## src/rtl/pipe_pkg.sv

```systemverilog
// Shared pipeline definitions: forward-select encoding and standard producer latencies.
// Imported by the hazard unit and anything else that decodes forward selects.
package pipe_pkg;

  typedef enum logic [1:0] {
    FWD_RF = 2'b00,
    FWD_W  = 2'b01,
    FWD_M  = 2'b10
  } fwd_sel_t;

  localparam int LAT_ALU  = 1;
  localparam int LAT_LOAD = 2;

endpackage

```

## src/rtl/sb_entry.sv

```systemverilog
// One scoreboard slot: cycles remaining until a pending register write is forwardable.
// Load has priority over the decrement so the youngest writer always wins.
module sb_entry #(
  parameter int CW = 4
) (
  input  logic          clk,
  input  logic          reset,
  input  logic          load,
  input  logic [CW-1:0] loadVal,
  input  logic          dec,
  output logic [CW-1:0] cnt
);

  always_ff @(posedge clk) begin
    // NOTE: state is updated with non-blocking assignments so every slot samples pre-edge values.
    if (reset) begin
      cnt <= '0;
    end else if (load) begin
      cnt <= loadVal;
    end else if (dec && cnt != '0) begin
      cnt <= cnt - CW'(1);
    end
  end

endmodule

```

## src/rtl/hazard_scoreboard.sv

```systemverilog
// Hazard and forwarding unit for the 5-stage core, driven by a per-register pending-write
// scoreboard so producers may take up to MAXLAT cycles; also handles data-memory freezes.
module hazard_scoreboard
  import pipe_pkg::*;
#(
  parameter int REGW   = 5,
  parameter int MAXLAT = 8,
  parameter int CW     = $clog2(MAXLAT + 1)
) (
  input  logic            clk,
  input  logic            reset,
  input  logic [REGW-1:0] rsD,
  input  logic [REGW-1:0] rtD,
  input  logic            usesrsD,
  input  logic            usesrtD,
  input  logic            branchD,
  input  logic            regwriteD,
  input  logic [REGW-1:0] writeregD,
  input  logic [CW-1:0]   latD,
  input  logic            validD,
  input  logic [REGW-1:0] rsE,
  input  logic [REGW-1:0] rtE,
  input  logic [REGW-1:0] writeregM,
  input  logic [REGW-1:0] writeregW,
  input  logic            regwriteM,
  input  logic            regwriteW,
  input  logic            memreadyM,
  output logic            forwardaD,
  output logic            forwardbD,
  output logic [1:0]      forwardaE,
  output logic [1:0]      forwardbE,
  output logic            stallF,
  output logic            stallD,
  output logic            stallE,
  output logic            stallM,
  output logic            stallW,
  output logic            flushE,
  output logic [31:0]     stallcycles
);

  localparam int            NREG = 2 ** REGW;
  localparam logic [CW-1:0] MAXC = CW'(MAXLAT);
  localparam logic [CW-1:0] ONE  = CW'(1);

  logic [CW-1:0] cnt [NREG];
  logic [CW-1:0] latClamped;
  logic [CW-1:0] cntRs;
  logic [CW-1:0] cntRt;
  logic          aluHaz;
  logic          brHaz;
  logic          hStall;
  logic          issue;
  logic [31:0]   stallCount;

  // r0 is hardwired to zero, so it can never be a pending write.
  assign cnt[0] = '0;

  assign latClamped = (latD > MAXC) ? MAXC : latD;
  assign cntRs      = cnt[rsD];
  assign cntRt      = cnt[rtD];

  // A count of 1 means the producer is in M next cycle: ALU consumers can forward from there,
  // but a D-stage branch compare cannot, so it waits one cycle longer.
  assign aluHaz = (usesrsD && cntRs > ONE) || (usesrtD && cntRt > ONE);
  assign brHaz  = branchD && ((usesrsD && cntRs >= ONE) || (usesrtD && cntRt >= ONE));
  assign hStall = validD && (aluHaz || brHaz);

  // A stalled or frozen D instruction has not really issued; latD of 0 records nothing.
  assign issue = validD && !hStall && memreadyM && regwriteD
              && writeregD != '0 && latD != '0;

  // NOTE: the scoreboard is plain flops rather than a RAM, so every slot is cleared on reset.
  for (genvar r = 1; r < NREG; r++) begin : g_entry
    sb_entry #(.CW(CW)) u_entry (
      .clk     (clk),
      .reset   (reset),
      .load    (issue && writeregD == REGW'(r)),
      .loadVal (latClamped),
      .dec     (memreadyM),
      .cnt     (cnt[r])
    );
  end

  always_ff @(posedge clk) begin
    if (reset) begin
      stallCount <= '0;
    end else if (hStall && memreadyM && stallCount != '1) begin
      stallCount <= stallCount + 32'd1;
    end
  end

  // The M bypass is checked first because it holds the younger value.
  function automatic fwd_sel_t fwdSel(input logic [REGW-1:0] src,
                                      input logic            wrM,
                                      input logic [REGW-1:0] dstM,
                                      input logic            wrW,
                                      input logic [REGW-1:0] dstW);
    fwd_sel_t sel;
    sel = FWD_RF;
    if (src != '0 && wrM && src == dstM) begin
      sel = FWD_M;
    end else if (wrW && src == dstW) begin
      sel = FWD_W;
    end
    return sel;
  endfunction

  always_comb begin
    // NOTE: every output gets a default first, so no branch can infer a latch.
    forwardaD   = 1'b0;
    forwardbD   = 1'b0;
    forwardaE   = FWD_RF;
    forwardbE   = FWD_RF;
    stallF      = 1'b0;
    stallD      = 1'b0;
    stallE      = 1'b0;
    stallM      = 1'b0;
    stallW      = 1'b0;
    flushE      = 1'b0;
    stallcycles = '0;
    if (!reset) begin
      forwardaD   = rsD != '0 && regwriteM && rsD == writeregM;
      forwardbD   = rtD != '0 && regwriteM && rtD == writeregM;
      forwardaE   = fwdSel(rsE, regwriteM, writeregM, regwriteW, writeregW);
      forwardbE   = fwdSel(rtE, regwriteM, writeregM, regwriteW, writeregW);
      stallcycles = stallCount;
      if (!memreadyM) begin
        // The memory freeze holds every stage in place; no bubble is created.
        stallF = 1'b1;
        stallD = 1'b1;
        stallE = 1'b1;
        stallM = 1'b1;
        stallW = 1'b1;
      end else begin
        stallF = hStall;
        stallD = hStall;
        flushE = hStall;
      end
    end
  end

endmodule

```

## config.mk

```make
export PLATFORM = sky130hd
export DESIGN_NAME = hazard_scoreboard
export DESIGN_NICKNAME = d
export VERILOG_FILES = /design/src/rtl/pipe_pkg.sv /design/src/rtl/sb_entry.sv /design/src/rtl/hazard_scoreboard.sv
export SDC_FILE = /design/constraint.sdc
export NUM_CORES = 1
export LEC_CHECK = 0
export ABC_AREA = 1
export CAP_MARGIN = 40
export CORE_ASPECT_RATIO = 1.75
export CORE_MARGIN = 3
export CORE_UTILIZATION = 40
export CTS_BUF_LIST = sky130_fd_sc_hd__clkbuf_8
export DETAILED_ROUTE_END_ITERATION = 7
export GPL_TIMING_DRIVEN = 1
export PLACE_DENSITY = 0.69
export SLEW_MARGIN = 40
export SYNTH_ARGS = -nofsm -noshare
export SYNTH_HDL_FRONTEND = slang
export SYNTH_SLANG_ARGS = --single-unit
```

## constraint.sdc

```tcl
create_clock -name clk -period 2.7 [get_ports clk]
set_clock_uncertainty 0.05 [all_clocks]
set_input_delay 0.27 -clock clk [delete_from_list [all_inputs] [get_ports clk]]
set_output_delay 0.27 -clock clk [all_outputs]
set_load 0.02 [all_outputs]
```

# --- Yosys cells after proc, flatten, opt, wreduce, memory -nomap -nowiden ---
# Index checks and enable logic that the tools add are counted.
# Widths: inputs -> output; s select.
totals:
  output_inout_bits: 44
  in_bits: 49
  word_cells: 352
  reg_bits: 156
op_classes:
  reduce_logical: 157
  add_sub_neg: 32
  n_lt_le_gt_ge: 7
  n_eq_ne: 38
  n_bitwise: 2
  n_mux: 84
op_table:
  columns: ["op", "n"]
  rows:
  - ["$mux 4", 67]
  - ["$reduce_bool 4->1", 32]
  - ["$sub 4x1->4 const B", 31]
  - ["$logic_and 1x1->1", 85]
  - ["$eq 5x5->1 const B", 16]
  - ["$reduce_bool 2->1", 31]
  - ["$bmux 4 s5", 2]
  - ["$eq 5x4->1 const B", 8]
  - ["$add 32x1->32 const B", 1]
  - ["$mux 32", 1]
  - ["$ne 32x32->1 const B", 1]
  - ["$eq 5x5->1", 6]
  - ["$reduce_bool 5->1", 5]
  - ["$eq 5x3->1 const B", 4]
  - ["$ge 6x6->1 const B", 2]
  - ["$not 5->6", 2]
  - ["$eq 5x2->1 const B", 2]
  - ["$mux 1", 10]
  - ["$ge 4x1->1 const B", 2]
  - ["$gt 4x1->1 const B", 2]
  - ["$mux 2", 4]
  - ["$eq 5x1->1 const B", 1]
  - ["$gt 4x4->1 const B", 1]
  - ["$logic_or 1x1->1", 3]
  - ["$logic_not 1->1", 1]

# --- Longest topological paths before layout ---
# Gate-level depths: netlist of run 1.
depth:
  word_depth: 18
  ltp_mapped: 22
  mapped_depth_nobuf: 19

# --- Cells and area by module ---
# From an unflattened synthesis of run 1, not the netlist that was laid out.
unflattened:
  cells_unflattened: 2215
  area_unflattened_um2: 13349.1
modules_own_cells:
  columns: ["module", "seq_area_each_um2", "n_inst", "cells_per_inst", "area_each_um2"]
  rows:
  - ["sb_entry", 80.1, 31, 40, 270.3]
  - ["hazard_scoreboard", 640.6, 1, 975, 4971.0]

# --- Worst setup path before layout of run 1 ---
# No wires, ideal clock.
synth_path:
  kind: "input to output"
  start: "in rsD[3]"
  end: "out stallF"
  arrival_time_ns: 2.331
  required_ns: 2.380
  path_slack_ns: 0.049
  path_buffers: 3
  path_stages: 14
  path_cell_list: "buf_2 -> nor2_1 -> o211ai_1 -> a21oi_1 -> nor2_1 -> nand2_1 -> nand3_1 -> a21boi_1 -> nor2_4 -> inv_2 -> buf_2 -> nand2_1 -> a21oi_1 -> buf_4"
synth_between:
  elab_chain_len: 12
  word_cells_on_any_way: 15
  cone_classes: "2 x order compare; 5 x mux; 1 x bitwise; 7 x reduce/logical"
synth_lines:
  columns: ["element", "line_no", "source"]
  rows:
  - ["start: declaration", "hazard_scoreboard.sv:12", "input logic [REGW-1:0] rsD,"]
  - ["$not 5->6 (not written as such) *", "hazard_scoreboard.sv:59", "assign cntRs = cnt[rsD];"]
  - ["$bmux 4 s5 *", "hazard_scoreboard.sv:59", null]
  - ["$mux 4 (not written as such) * (2 in a row)", "hazard_scoreboard.sv:59", null]
  - ["$ge 4x1->1", "hazard_scoreboard.sv:65", "assign brHaz = branchD && ((usesrsD && cntRs >= ONE) || (usesrtD && cntRt >= ONE));"]
  - ["$logic_and 1x1->1", "hazard_scoreboard.sv:65", null]
  - ["$logic_or 1x1->1", "hazard_scoreboard.sv:65", null]
  - ["$logic_and 1x1->1", "hazard_scoreboard.sv:65", null]
  - ["$logic_or 1x1->1 *", "hazard_scoreboard.sv:66", "assign hStall = validD && (aluHaz || brHaz);"]
  - ["$logic_and 1x1->1 *", "hazard_scoreboard.sv:66", null]
  - ["$mux 1 * (2 in a row)", null, null]
  - ["end: declaration", "hazard_scoreboard.sv:32", "output logic stallF,"]
# Every way passes the cells marked *; elsewhere a longest branch is shown, timed or not. The select of a mux whose other input is x is not followed.

# --- Worst setup path after layout of run 1 ---
layout_path:
  start: "in rtD[3]"
  end: "out stallD"
layout_between:
  elab_chain_len: 12
  word_cells_on_any_way: 15
  cone_classes: "2 x order compare; 5 x mux; 1 x bitwise; 7 x reduce/logical"
layout_lines:
  columns: ["element", "line_no", "source"]
  rows:
  - ["start: declaration", "hazard_scoreboard.sv:13", "input logic [REGW-1:0] rtD,"]
  - ["$not 5->6 (not written as such) *", "hazard_scoreboard.sv:60", "assign cntRt = cnt[rtD];"]
  - ["$bmux 4 s5 *", "hazard_scoreboard.sv:60", null]
  - ["$mux 4 (not written as such) * (2 in a row)", "hazard_scoreboard.sv:60", null]
  - ["$ge 4x1->1", "hazard_scoreboard.sv:65", null]
  - ["$logic_and 1x1->1", "hazard_scoreboard.sv:65", null]
  - ["$logic_or 1x1->1", "hazard_scoreboard.sv:65", null]
  - ["$logic_and 1x1->1", "hazard_scoreboard.sv:65", null]
  - ["$logic_or 1x1->1 *", "hazard_scoreboard.sv:66", null]
  - ["$logic_and 1x1->1 *", "hazard_scoreboard.sv:66", null]
  - ["$mux 1 *", "hazard_scoreboard.sv:127", "if (!memreadyM) begin"]
  - ["$mux 1 *", "hazard_scoreboard.sv:121", "if (!reset) begin"]
  - ["end: declaration", "hazard_scoreboard.sv:33", "output logic stallD,"]
# Marked as above.

==> impl_metrics.yaml, run 1 <==
route:
  vias: 15860
  wirelength_um: 50560
  wire_per_inst_um: 17.16
  ant_nets: 0
  post-route-drc-count: 0
  via_per_inst: 5.381
  first_iter_violations: 1058
  firstDrtPassIters: 6
sta:
  maxSlewViolCount: 0
  fin_crit_sh_pct: 98.95
  fmax_ghz: 0.3743
  slew_headroom_pct: 40.80
  fin_setup_tns_ns: 0
  rsz0062_at_grt: "yes"
  worst_pin_slew_ns: 0.8880
  setup_violations: 0
  finalHoldViolCount: 0
  hold_ws_ns: 0.2402
  fin_crit_ns: 2.672
min_path:
  hp-class: "in -> reg"
  hold_start: "reset"
  worstHoldEndpoint: "g_entry[13].u_entry.cnt[3]"
  min_path_cells: 3
setup_path:
  r2r_end: "g_entry[10].u_entry.cnt[3]"
  startpoint: "rtD[3]"
  startpoint_type: "input port"
  crit_path_max_fanout: 6
  end_kind: "primary output"
  cp.arrival_ns: 2.35
  required_ns: 2.38
  crit_type: "in -> out"
  r2r_cells: 21
  r2r-start: "g_entry[18].u_entry.cnt[2]"
  r2r_slack_ns: 0.16
clock_tree:
  h-tree-depth: 4
  cts_tree: "done"
  cts-root-buf: "clkbuf_8"
  insertion_delay_ns: 0.51
  cts_made_buffers: 17
  path_clk_slew_ns: 0.11
  clockBufferDepth: 2
  cts.sinks: 156
logic_synthesis:
  synthFlopType: "dfxtp_1"
  synth_nets: 2384
  seq_area_frac_synth_pct: 23.09
  synth-edff-count: 0
  synth.cell_area_um2: 13530
  ys_types: 40
  synth_largest_area_cell: "dfxtp_1"
  yosysTopAreaCellShare_pct: 23.09
  yosys_warnings: 0
  ys_async_sr_fraction_pct: 0
  synthMostInstantiatedCell: "nand2_1"
  yosys-top-cells-count: "nand2_1, nor2_1, inv_1"
  ys_ff_latch: 156
  syn_avg_cell_area_um2: 5.874
  syn_inst: 2303
  synth.area.top_cells: "dfxtp_1, nand2_1, nor2_1"
die:
  std_cell_rows: 88
  die_h_um: 249.3
  core_area_um2: 33140
  die-area_um2: 36150
  die_w_um: 145.0
  initial_core_util_pct: 40.81
  pin_count: 93
global_route:
  grt_usage_pct: 27.10
  grt_pass1_wl_um: 78850
  overflow: 0
  grt_pass1_vias: 15220
  antenna_found_initial: 0
  grt_max_degree: 107
finish:
  nNetsFinal: 2565
  diodes: 0
  fin_util_pct: 50.43
  stdcell_count: 2947
  drive_gt1_share_pct: 13.54
  areaGrowthSynthToFinish_pct: 23.55
power_and_ir_drop:
  ir_drop_uv: 419.8
  power_mw: 13.51
  power_density_nw_per_um2: 808.4
  p_leak_nw: 7.723
placed_design:
  gp_congestion: 0.9932
  place_hpwl_um: 37800
  io_buffers: 92
  dp_cells: 2911
outcome:
  status: "completed"
run:
  cap_violations: 0
-- how the worst max path moves through the flow --
| stage | slack, ns | cells after the start | to |
|---|---|---|---|
| floorplan | 0.05 | 14 | stallF |
| global placement | -0.61 | 21 | g_entry[17].u_entry.cnt[3] |
| detailed placement | -0.62 | 14 | stallD |
| CTS | 0.0008 | 17 | stallD |
| global route | -0.10 | 15 | stallD |
| finish | 0.03 | 15 | stallD |
-- placed cells by master (no fill, tap or decap), drive strengths merged, types with 2 or more instances in the layout --
cell,count
dlymetal6s2s,2
or2,10
nand2,598
xnor2,24
a21oi,131
a221oi,2
clkdlybuf4s50,77
inv,257
nor2,398
ha,32
clkinv,6
o21ai,58
clkbuf,19
xor2,72
nor3,23
nand4,125
bufinv,2
buf,185
o21a,21
nand3,234
o21bai,7
o211ai,18
o22ai,3
dlygate4sd2,7
dfxtp,156
nor4,17
clkinvlp,3
-- sequential cells by signal, indices dropped and copies added, names as in the netlist --
register             flops
g_entry.u_entry.cnt    124
stallCount              32
-- cells by family (layout without fill, tap and decap cells) --
kind of cell | count (synthesis) | count (layout) | synth area share, %
and+or+nand+nor | 1408 | 1408 | 46.61
buffers and inverters | 365 | 559 | 10.97
AOI/OAI and AO/OA | 246 | 246 | 10.16
DFF | 156 | 156 | 23.09
xor gates and xnor gates | 96 | 96 | 6.216
adders and majority gates | 32 | 32 | 2.960
-- through the flow --
| stage | instance area, µm² | setup WS, ns |
|---|---|---|
| floorplan | 13530 | 0.04861 |
| CTS | 16480 | 0.0008142 |
| finish | 16710 | 0.02828 |
| global route | 16710 | -0.1001 |
| global placement | 15990 | -0.6050 |
| detailed placement | 15990 | -0.6193 |
-- critical path, cell delays in order --
cell and delay (ns):
clkdlybuf4s50_1 0.70, buf_4 0.20, nand2_1 0.05, o21ai_0 0.15
nand2_1 0.08, nand3_1 0.08, nand2_1 0.08, nand2_1 0.08
nand3_2 0.06, nand2_2 0.08, nor2_4 0.05, inv_2 0.07
nand2_2 0.06, a21oi_4 0.19, buf_6 0.14
-- where the power goes --
| group | internal [mW] | total, mW | leakage, nW | switching, mW |
|---|---|---|---|---|
| Clock | 0.893 | 1.95 | 0.202 | 1.05 |
| Sequential | 3.02 | 3.60 | 1.28 | 0.578 |
| Combinational | 3.27 | 7.96 | 6.24 | 4.69 |
| Total | 7.19 | 13.5 | 7.72 | 6.32 |
-- cell type report --
type | count | area (µm²)
Sequential cell | 156 | 3142
Clock inverter | 13 | 155.1
Clock buffer | 19 | 261.5
Inverter | 255 | 957.2
Timing Repair Buffer | 272 | 2489
Tap cell | 450 | 563.0
Fill cell | 3396 | 16430
Multi-Input combinational cell | 1782 | 9145
-- per-layer routing --
| layer | wire length [µm] | vias up | GRT usage, % |
|---|---|---|---|
| li1 | - | 7834 | - |
| met1 | 18280 | 7257 | 27.44 |
| met2 | 25430 | 556 | 49.01 |
| met3 | 2502 | 212 | 4.569 |
| met4 | 4344 | 0 | 21.06 |
| met5 | 0 | - | 0 |
-- repair_timing --
| action | CTS | global route |
|---|---|---|
| hold buffers | 0 | 0 |
| pin swaps | 7 | 19 |
| resized for setup | 44 | 73 |
| gates cloned | 1 | 0 |
| setup endpoints to repair | 14 | 151 |
| setup buffers | 0 | 3 |
Note: power is estimated with default switching activity, not from simulation.
==> run 2, diff against run 1 <==
- CORE_MARGIN: 3 -> default
==> run 2 against run 1 <==
Power increased by 4.7%; final area grew 2.1%; critical path depth is 2 lower; wire length increased by 3.0%; non-clock buffer count rose by 5; highest routed layer unchanged.
==> impl_metrics.yaml, run 2 (synthesis gave the netlist of run 1 again) <==
outcome:
  status: "completed"
setup_path:
  path_common_cell: "nand3_1"
  critical_path.top_delay_family: "compound AO/OA/AOI/OAI gates"
  crit_path_max_fanout: 3
  max_stage_delay_ns: 0.36
  crit_type: "reg -> out"
  cp.arrival_ns: 2.36
  required_ns: 2.38
  cp_slowest_cell: "dfxtp_2"
  startpoint_type: "register"
  worstPathBufferInverterCount: 3
  end_kind: "primary output"
  critical_path.cell_chain: "inv_1, a21oi_1, o21ai_0, nand3_1, nand3_1, nand2_1, nand3_1, a21boi_2, nor2_4, inv_2, nand2_2, a21oi_2, buf_4"
finish:
  multi_input_area_um2: 9171
  regArea_um2: 3147
  final_cell_mix: "nand2_1, nor2_1, inv_1, nand3_1, buf_4"
  fillers: 3372
  stdcell_count: 2952
  largestRegisters: "g_entry.u_entry.cnt (124), stallCount (32)"
  drive_gt1_share_pct: 14.07
  mostFrequentLayoutCell: "nand2_1"
  top_register: "g_entry.u_entry.cnt"
  nNetsFinal: 2570
  areaGrowthSynthToFinish_pct: 26.20
  largest_reg_flops: 124
route:
  vias: 16100
  first_iter_violations: 1218
  firstDrtPassIters: 7
  post-route-drc-count: 0
  wirelength_um: 52080
  wire_per_inst_um: 17.64
  via_per_inst: 5.453
  ant_nets: 0
clock_tree:
  insertion_delay_ns: 0.52
  cts_tree: "done"
  clockBufferDepth: 2
  h-tree-depth: 4
  cts.sinks: 156
  cts_made_buffers: 17
  cts-root-buf: "clkbuf_8"
  path_clk_slew_ns: 0.11
global_route:
  grt_pass1_wl_um: 78690
  grt_usage_pct: 29.56
  overflow: 0
  antenna_found_initial: 1
  grt_max_degree: 80
  grt_pass1_vias: 15130
die:
  core_area_um2: 33140
  die_w_um: 141.0
  pin_count: 93
  die-area_um2: 34590
  initial_core_util_pct: 40.81
  die_h_um: 245.3
  std_cell_rows: 88
sta:
  fin_setup_tns_ns: 0
  fmax_ghz: 0.3726
  setup_violations: 0
  fin_crit_ns: 2.684
  slew_headroom_pct: 56.36
  fin_crit_sh_pct: 99.41
  finalHoldViolCount: 0
  hold_ws_ns: 0.2197
  maxSlewViolCount: 0
  rsz0062_at_grt: "yes"
  worst_pin_slew_ns: 0.6538
  fin_ws_ns: 0.01589
power_and_ir_drop:
  ir_drop_uv: 362.3
  p_leak_nw: 7.904
  power_density_nw_per_um2: 828.5
  power_mw: 14.14
min_path:
  hp-class: "in -> reg"
placed_design:
  place_hpwl_um: 37890
  io_buffers: 92
  dp_cells: 2904
  gp_congestion: 0.9722
  dpl_worst_slack_ns: -0.6312
run:
  cap_violations: 0
run 2: cell count changes in the layout (fill, tap and decap cells not counted), sizes merged:
cell,previous run,this run
clkinvlp,3,1
bufinv,2,6
diode,0,1
buf,185,184
dlygate4sd2,7,5
clkbuf,19,27
dlymetal6s2s,2,3
clkdlybuf4s50,77,78
inv,257,253
bufbuf,1,0
run 2: area by class of cell:
type,instances,area share [%]
inverters,255,5.607
flip-flops and latches,156,18.43
diodes,1,0.01466
clock buffers,20,1.613
multi-input cells,1782,53.73
clock inverters,11,1.253
well taps,450,3.298
repair buffers,277,16.05
run 2: worst min-delay path, cell delays in order:
cell	delay (ns)
buf_4	0.15
buf_4	0.22
nor2_1	0.11
run 2: timing repair:
| action | 4_1_cts | 5_1_grt |
|---|---|---|
| setup buffers | 1 | 8 |
| hold buffers | 0 | 0 |
| endpoints found under the setup margin | 16 | 158 |
| pin swaps | 3 | 25 |
| resized for setup | 46 | 95 |
| gates cloned | 0 | 7 |
run 2: final timing paths:
path                            slack (ns)                       start  depth (start not counted)                         end
worst max register to register        0.13   g_entry[4].u_entry.cnt[2]                         23  g_entry[15].u_entry.cnt[2]
worst min register to register        0.42              stallCount[31]                          2              stallCount[31]
worst max-delay path                  0.02  g_entry[13].u_entry.cnt[0]                         13                      stallD
worst min-delay path                  0.22                       reset                          3   g_entry[2].u_entry.cnt[3]
run 2: stage by stage:
step,cell area [µm²],util [%]
5_1_grt,17070,51.51
4_1_cts,16560,49.97
6_report,17070,51.51
3_5_place_dp,16010,48.30
3_3_place_gp,16010,48.30
2_1_floorplan,13530,-
run 2: per-layer routing:
layer  wire length [µm]  track usage, %  vias to the layer above
met3               2808           4.877                      207
met4               4224           23.43                        0
met5                  0               0                        -
met1              19020           30.08                     7429
met2              26030           53.20                      607
li1                   -               -                     7854
run 2: power breakdown:
part           switching [mW]  total, mW  internal, mW  leakage [nW]
Combinational            4.79       8.18          3.39          6.37
Sequential              0.640       3.67          3.03          1.28
Clock                    1.04       2.30          1.26         0.247
